`config.mk`:
```
export PLATFORM = sky130hd
export DESIGN_NAME = mem_stage_flat
export DESIGN_NICKNAME = d
export VERILOG_FILES = /design/src/rtl/mem_stage_if.sv /design/src/rtl/mem_stage.sv /design/src/flat_wrapper.sv
export SDC_FILE = /design/constraint.sdc
export NUM_CORES = 1
export LEC_CHECK = 0
export BUFFER_PORTS_ARGS = -buffer_cell sky130_fd_sc_hd__clkbuf_2
export CAP_MARGIN = 20
export CORE_ASPECT_RATIO = 0.5
export CORE_MARGIN = 1
export CORE_UTILIZATION = 53
export CTS_BUF_LIST = sky130_fd_sc_hd__clkbuf_4 sky130_fd_sc_hd__clkbuf_8
export CTS_CLUSTER_DIAMETER = 40
export DETAILED_ROUTE_END_ITERATION = 10
export PLACE_DENSITY_LB_ADDON = 0.3
export SLEW_MARGIN = 20
export SYNTH_ARGS = -nofsm -noshare
export SYNTH_HDL_FRONTEND = slang
export SYNTH_SLANG_ARGS = --single-unit
```
`constraint.sdc`:
```
create_clock -name clk -period 2.6 [get_ports clk]
set_input_delay 0.13 -clock clk [delete_from_list [all_inputs] [get_ports clk]]
set_output_delay 0.13 -clock clk [all_outputs]
set_load 0.05 [all_outputs]
```
`src/rtl/mem_stage_if.sv`:
```
`default_nettype none
// ============================================================================
// mem_stage_if : valid/ready data-memory bus between the MEM stage and memory
// Revision     : 1.0
// ============================================================================
interface mem_stage_if;
    logic        req;
    logic        we;
    logic [31:0] addr;
    logic [31:0] wdata;
    logic [3:0]  be;
    logic        ready;
    logic [31:0] rdata;

    modport master (
        output req, we, addr, wdata, be,
        input  ready, rdata
    );

    modport slave (
        input  req, we, addr, wdata, be,
        output ready, rdata
    );
endinterface
`default_nettype wire

```
`src/rtl/mem_stage.sv`:
```
`default_nettype none
// ============================================================================
// mem_stage : pipeline MEM stage - data-memory access, load extend, MEM/WB regs
// Revision  : 1.0
// ============================================================================
module mem_stage #(
    parameter int unsigned TIMEOUT_CYCLES = 255
) (
    input  logic        clk,
    input  logic        reset,
    input  logic [31:0] EX_MEM_ALU_result,
    input  logic [31:0] EX_MEM_rs2_data,
    input  logic [2:0]  EX_MEM_funct3,
    input  logic [4:0]  EX_MEM_rd,
    input  logic        EX_MEM_regwrite,
    input  logic        EX_MEM_memtoreg,
    input  logic        EX_MEM_memread,
    input  logic        EX_MEM_memwrite,
    mem_stage_if.master dmem,
    output logic        mem_stall,
    output logic        mem_fault,
    output logic [31:0] MEM_WB_ALU_result,
    output logic [31:0] MEM_WB_mem_data,
    output logic [4:0]  MEM_WB_rd,
    output logic        MEM_WB_regwrite,
    output logic        MEM_WB_memtoreg
);

    typedef enum logic [0:0] {
        S_IDLE = 1'b0,
        S_WAIT = 1'b1
    } state_t;

    localparam logic [15:0] C_CNT_LAST = 16'(TIMEOUT_CYCLES - 1);

    state_t      r_state;
    state_t      w_next;
    logic [15:0] r_cnt;
    logic [15:0] w_cnt_next;

    logic [31:0] r_alu;
    logic [31:0] r_rs2;
    logic [2:0]  r_funct3;
    logic [4:0]  r_rd;
    logic        r_regwrite;
    logic        r_memtoreg;
    logic        r_we;

    logic [31:0] w_alu;
    logic [31:0] w_rs2;
    logic [2:0]  w_funct3;
    logic [4:0]  w_rd;
    logic        w_regwrite;
    logic        w_memtoreg;
    logic        w_we;
    logic        w_access;

    logic [3:0]  w_be;
    logic [31:0] w_wdata;
    logic        w_misalign;
    logic [7:0]  w_byte;
    logic [15:0] w_half;
    logic [31:0] w_ext;
    logic [31:0] w_load_data;

    logic        w_req;
    logic        w_stall;
    logic        w_complete;
    logic        w_fault;
    logic        w_latch;

    // The operation being served: live EX_MEM fields in IDLE, the latched copy in WAIT
    assign w_alu      = (r_state == S_WAIT) ? r_alu      : EX_MEM_ALU_result;
    assign w_rs2      = (r_state == S_WAIT) ? r_rs2      : EX_MEM_rs2_data;
    assign w_funct3   = (r_state == S_WAIT) ? r_funct3   : EX_MEM_funct3;
    assign w_rd       = (r_state == S_WAIT) ? r_rd       : EX_MEM_rd;
    assign w_regwrite = (r_state == S_WAIT) ? r_regwrite : EX_MEM_regwrite;
    assign w_memtoreg = (r_state == S_WAIT) ? r_memtoreg : EX_MEM_memtoreg;
    assign w_we       = (r_state == S_WAIT) ? r_we       : EX_MEM_memwrite;
    assign w_access   = (r_state == S_WAIT) ? 1'b1
                                            : (EX_MEM_memread | EX_MEM_memwrite);

    always_comb begin
        w_be       = 4'b0000;
        w_wdata    = w_rs2;
        w_misalign = 1'b0;
        case (w_funct3)
            3'b000, 3'b100: begin
                w_be    = 4'b0001 << w_alu[1:0];
                w_wdata = {4{w_rs2[7:0]}};
            end
            3'b001, 3'b101: begin
                w_be       = 4'b0011 << w_alu[1:0];
                w_wdata    = {2{w_rs2[15:0]}};
                w_misalign = w_alu[0];
            end
            3'b010: begin
                w_be       = 4'b1111;
                w_misalign = |w_alu[1:0];
            end
            default: w_misalign = 1'b1;
        endcase
    end

    always_comb begin
        w_byte = dmem.rdata[7:0];
        case (w_alu[1:0])
            2'd0: w_byte = dmem.rdata[7:0];
            2'd1: w_byte = dmem.rdata[15:8];
            2'd2: w_byte = dmem.rdata[23:16];
            2'd3: w_byte = dmem.rdata[31:24];
            default: w_byte = dmem.rdata[7:0];
        endcase
        w_half = w_alu[1] ? dmem.rdata[31:16] : dmem.rdata[15:0];
        case (w_funct3)
            3'b000:  w_ext = {{24{w_byte[7]}}, w_byte};
            3'b100:  w_ext = {24'd0, w_byte};
            3'b001:  w_ext = {{16{w_half[15]}}, w_half};
            3'b101:  w_ext = {16'd0, w_half};
            default: w_ext = dmem.rdata;
        endcase
        // Stores and non-memory ops carry zero load data
        w_load_data = (w_access && !w_we) ? w_ext : 32'd0;
    end

    always_comb begin
        w_next     = r_state;
        w_cnt_next = r_cnt;
        w_req      = 1'b0;
        w_stall    = 1'b0;
        w_complete = 1'b0;
        w_fault    = 1'b0;
        w_latch    = 1'b0;
        case (r_state)
            S_IDLE: begin
                if (!w_access) begin
                    w_complete = 1'b1;
                end else if (w_misalign) begin
                    w_fault = 1'b1;
                end else begin
                    w_req = 1'b1;
                    if (dmem.ready) begin
                        w_complete = 1'b1;
                    end else begin
                        w_stall    = 1'b1;
                        w_latch    = 1'b1;
                        w_cnt_next = 16'd0;
                        w_next     = S_WAIT;
                    end
                end
            end
            S_WAIT: begin
                w_req = 1'b1;
                if (dmem.ready) begin
                    w_complete = 1'b1;
                    w_next     = S_IDLE;
                end else if (r_cnt == C_CNT_LAST) begin
                    // Abort cycle: upstream is released now, bubble + fault at the edge
                    w_fault = 1'b1;
                    w_next  = S_IDLE;
                end else begin
                    w_stall    = 1'b1;
                    w_cnt_next = r_cnt + 16'd1;
                end
            end
            default: w_next = S_IDLE;
        endcase
    end

    // Request and stall are masked by reset so an in-flight access vanishes at once
    assign dmem.req   = w_req & reset;
    assign mem_stall  = w_stall & reset;
    assign dmem.we    = w_we;
    assign dmem.addr  = {w_alu[31:2], 2'b00};
    assign dmem.wdata = w_wdata;
    assign dmem.be    = w_be;

    always_ff @(posedge clk or negedge reset) begin
        if (!reset) begin
            r_state           <= S_IDLE;
            r_cnt             <= 16'd0;
            r_alu             <= 32'd0;
            r_rs2             <= 32'd0;
            r_funct3          <= 3'd0;
            r_rd              <= 5'd0;
            r_regwrite        <= 1'b0;
            r_memtoreg        <= 1'b0;
            r_we              <= 1'b0;
            mem_fault         <= 1'b0;
            MEM_WB_ALU_result <= 32'd0;
            MEM_WB_mem_data   <= 32'd0;
            MEM_WB_rd         <= 5'd0;
            MEM_WB_regwrite   <= 1'b0;
            MEM_WB_memtoreg   <= 1'b0;
        end else begin
            r_state   <= w_next;
            r_cnt     <= w_cnt_next;
            mem_fault <= w_fault;
            if (w_latch) begin
                r_alu      <= EX_MEM_ALU_result;
                r_rs2      <= EX_MEM_rs2_data;
                r_funct3   <= EX_MEM_funct3;
                r_rd       <= EX_MEM_rd;
                r_regwrite <= EX_MEM_regwrite;
                r_memtoreg <= EX_MEM_memtoreg;
                r_we       <= EX_MEM_memwrite;
            end
            if (w_complete) begin
                MEM_WB_ALU_result <= w_alu;
                MEM_WB_mem_data   <= w_load_data;
                MEM_WB_rd         <= w_rd;
                MEM_WB_regwrite   <= w_regwrite;
                MEM_WB_memtoreg   <= w_memtoreg;
            end else begin
                MEM_WB_ALU_result <= 32'd0;
                MEM_WB_mem_data   <= 32'd0;
                MEM_WB_rd         <= 5'd0;
                MEM_WB_regwrite   <= 1'b0;
                MEM_WB_memtoreg   <= 1'b0;
            end
        end
    end

endmodule
`default_nettype wire

```
`src/flat_wrapper.sv`:
```
// flat-port wrapper written by rule: the top's interface ports become plain ports
module mem_stage_flat 
#(
    parameter int unsigned TIMEOUT_CYCLES = 255
)
  (clk, reset, EX_MEM_ALU_result, EX_MEM_rs2_data, EX_MEM_funct3, EX_MEM_rd, EX_MEM_regwrite, EX_MEM_memtoreg, EX_MEM_memread, EX_MEM_memwrite, mem_stall, mem_fault, MEM_WB_ALU_result, MEM_WB_mem_data, MEM_WB_rd, MEM_WB_regwrite, MEM_WB_memtoreg, dmem_req, dmem_we, dmem_addr, dmem_wdata, dmem_be, dmem_ready, dmem_rdata);
  mem_stage_if dmem_i ();
  input  logic clk;
  input  logic reset;
  input  logic [31:0] EX_MEM_ALU_result;
  input  logic [31:0] EX_MEM_rs2_data;
  input  logic [2:0] EX_MEM_funct3;
  input  logic [4:0] EX_MEM_rd;
  input  logic EX_MEM_regwrite;
  input  logic EX_MEM_memtoreg;
  input  logic EX_MEM_memread;
  input  logic EX_MEM_memwrite;
  output logic mem_stall;
  output logic mem_fault;
  output logic [31:0] MEM_WB_ALU_result;
  output logic [31:0] MEM_WB_mem_data;
  output logic [4:0] MEM_WB_rd;
  output logic MEM_WB_regwrite;
  output logic MEM_WB_memtoreg;
  output wire logic [$bits(dmem_i.req)-1:0] dmem_req;
  output wire logic [$bits(dmem_i.we)-1:0] dmem_we;
  output wire logic [$bits(dmem_i.addr)-1:0] dmem_addr;
  output wire logic [$bits(dmem_i.wdata)-1:0] dmem_wdata;
  output wire logic [$bits(dmem_i.be)-1:0] dmem_be;
  input wire logic [$bits(dmem_i.ready)-1:0] dmem_ready;
  input wire logic [$bits(dmem_i.rdata)-1:0] dmem_rdata;
  assign dmem_req = dmem_i.req;
  assign dmem_we = dmem_i.we;
  assign dmem_addr = dmem_i.addr;
  assign dmem_wdata = dmem_i.wdata;
  assign dmem_be = dmem_i.be;
  assign dmem_i.ready = dmem_ready;
  assign dmem_i.rdata = dmem_rdata;
  mem_stage #(.TIMEOUT_CYCLES(TIMEOUT_CYCLES)) u_core (.clk(clk), .reset(reset), .EX_MEM_ALU_result(EX_MEM_ALU_result), .EX_MEM_rs2_data(EX_MEM_rs2_data), .EX_MEM_funct3(EX_MEM_funct3), .EX_MEM_rd(EX_MEM_rd), .EX_MEM_regwrite(EX_MEM_regwrite), .EX_MEM_memtoreg(EX_MEM_memtoreg), .EX_MEM_memread(EX_MEM_memread), .EX_MEM_memwrite(EX_MEM_memwrite), .dmem(dmem_i), .mem_stall(mem_stall), .mem_fault(mem_fault), .MEM_WB_ALU_result(MEM_WB_ALU_result), .MEM_WB_mem_data(MEM_WB_mem_data), .MEM_WB_rd(MEM_WB_rd), .MEM_WB_regwrite(MEM_WB_regwrite), .MEM_WB_memtoreg(MEM_WB_memtoreg));
endmodule
```
==> qor.txt <==
status - complete, no violations
Wirelength per Cell - 17.3 um
CTS tree - built
worst rel slew slack - 42.7%
largest net degree at the start of global routing - 150
Final Util - 76.4%
Core Rows - 31
crit-path leading delay family - simple AND/OR/NAND/NOR gates
Final Hold Vio Count - 0
Top FF cell, synth - dfrtp_1
Worst Setup Start Kind - flip-flop
multi-input logic area - 0.00367 mm^2
Final Cycle Share - 97.1%
post-synth cell types - 61
clock root cell - clkbuf_8
clk buf depth - 2
FF+latch count, synth - 164
CP Buf/Inv Count - 2
Worst-path clk slew - 0.11 ns
Vias - 6879
CP required - 2.47 ns
Final Wtd Congestion - 0.867
fmax - 0.396 GHz
Post-DP HPWL - 14.0 mm
H-tree depth - 4
fin. max-slew vios - 0
Total Routing Usage GR - 28.4%
die area - 0.0160 mm^2
RSZ-0062 raised after global routing - yes
vias in the first global route - 7056
Setup Viol. Count Final - 0
core area - 0.0148 mm^2
placed cell count - 1143
PortBufs - 251
# fillers - 936
critical path peak fanout - 5
Post-route DRC - 0
Pleak - 5.64 nW
Routed WL - 22.4 mm
Clock Skew - 0.0277 ns
initial DRC count - 455
VDD IR max - 0.517 mV
Mapped Avg Cell Area - 11.4 um^2
die width - 178 um
fin cells - 1293
crit path DAT - 2.40 ns
Cell Area, Synth - 0.00820 mm^2
ranking of synthesized cells by area - dfrtp_1 50%, mux2_4 13%, mux2i_1 6.3%
delay of the slowest critical-path stage - 0.53 ns
min-delay worst type - in -> async
most frequent cells in the layout - 247 x clkbuf_2, 163 x dfrtp_1, 116 x nor2_1
Avg Vias per Cell - 5.32
pin slew with the least headroom to its limit - 0.860 ns
Area Growth Syn to Fin - 37.6%
share of async-settable or async-resettable flops after synthesis - 100%
Initial Util - 55.5%
post-synthesis sequential area ratio - 50.0%
slowest CP cell - dfrtp_4
Synth top area share - 50.0%
clk_lat worst skew - 0.47 ns
I/O pin cnt - 254
pwr/cell area - 1250 mW/mm^2
drt pass-1 iters - 5
Post-Syn Instances - 717
most common cell after layout, fill and taps aside - clkbuf_2
WS Path Type - reg -> out
layout cell share with drive strength beyond 1 - 38.9%
ANT cells - 0
Tmin final - 2.53 ns
synth warn - 0
initial antenna violation count - 0
critical-path cell list - buf_4, nor3b_2, or2_0, o31a_2, nand2b_4, and2_4, buf_12
global route overflow - 0
first-pass GRT wire length - 35.3 mm
Detail Route Antenna Nets - 0
CTS Sinks - 164
max cap viols - 0
cell taking the most area after synthesis - dfrtp_1
total CTS buffers - 17
die height - 90.0 um
flip-flop and latch area - 0.00411 mm^2
Post-synth EDFFs - 0
nets - 1195
CP endpoint kind - output pin
==> worst paths after layout <==
kind                                              start                                    to  slack (ns)  depth (start not counted)
max                            u_core.r_state$_DFF_PN0_                             mem_stall        0.07                          7
min                                               reset  u_core.MEM_WB_mem_data[28]$_DFF_PN0_        0.07                          2
min reg2reg                u_core.r_rs2[13]$_DFFE_PN0P_          u_core.r_rs2[13]$_DFFE_PN0P_        0.49                          1
max reg2reg                    u_core.r_state$_DFF_PN0_  u_core.MEM_WB_mem_data[31]$_DFF_PN0_        0.11                          7
max in group asynchronous                         reset          u_core.r_alu[20]$_DFFE_PN0P_        1.46                          3
min in group clk                   EX_MEM_ALU_result[0]           u_core.r_alu[0]$_DFFE_PN0P_        0.08                          2
==> cells by family after synthesis <==
logic type / count (synthesis) / share of synthesized area [%]
and+or+nand+nor: 202 / 10.9
adders and majority gates: 2 / 0.305
DFF: 164 / 50.0
buffers and inverters: 84 / 6.25
other: 1 / 0.0457
AOI/OAI and AO/OA: 107 / 8.77
muxes: 143 / 22.2
xor gates and xnor gates: 14 / 1.49
==> cell usage after synthesis (all sizes together), types with 10 or more instances <==
library cell / number
dfrtp: 164
nor2: 127
mux2: 89
mux2i: 54
inv: 42
o21ai: 35
buf: 29
nand2: 29
a21oi: 18
clkbuf: 13
o211ai: 11
nand3: 10
o22ai: 10
xor2: 10
==> where the power goes <==
group / switching (mW) / internal, mW / total, mW
logic: 5.32 / 2.79 / 8.11
registers: 0.504 / 3.45 / 3.95
clock network: 1.10 / 0.930 / 2.03
total: 6.92 / 7.16 / 14.1
==> registers in the layout, indices dropped and copies added, names as in the netlist <==
signal	flops
u_core.MEM_WB_ALU_result	32
u_core.MEM_WB_mem_data	32
u_core.r_alu	32
u_core.r_rs2	32
u_core.r_cnt	16
u_core.MEM_WB_rd	5
u_core.r_rd	5
u_core.r_funct3	3
u_core.MEM_WB_memtoreg	1
u_core.MEM_WB_regwrite	1
u_core.mem_fault	1
u_core.r_memtoreg	1
u_core.r_regwrite	1
u_core.r_state	1
u_core.r_we	1
==> routing by layer <==
layer / routed length [um] / share of wire, % / track usage, % / vias to the layer above
li1: - / - / - / 3199
met3: 1280 / 5.7 / 6.09 / 69
met2: 11100 / 50 / 48.0 / 284
met1: 9270 / 41 / 34.3 / 3327
met4: 721 / 3.2 / 14.1 / 0
met5: 0 / 0 / 0 / -
==> layout make-up <==
type | instances | share of cell area, %
flip-flops and latches | 164 | 36.4
multi-input cells | 470 | 32.5
repair buffers | 387 | 23.7
well taps | 198 | 2.20
inverters | 42 | 1.40
clock buffers | 18 | 2.20
clock inverters | 14 | 1.59
==> through the flow <==
step	setup TNS (ns)	setup WS, ns	total power [mW]	area (um^2)	hold WS [ns]
final	0	0.0747	14.1	11300	0.0721
after global routing	-0.0185	-0.0124	14.7	11300	0.0550
after CTS	0	0.0117	13.9	11200	0.0340
after detailed placement	0	0.230	11.6	9620	-0.0284
after global placement	0	0.305	11.5	9620	-0.0291
after floorplan	0	0.0462	10.0	8210	-0.166
==> what timing repair did <==
action,4_1_cts,5_1_grt
buffers inserted,2,9
endpoints found under the hold margin,231,0
setup endpoints to repair,25,19
hold buffers,107,0
pin swaps,1,5
resized for setup,8,16
Power figures use the tool's default switching activity.
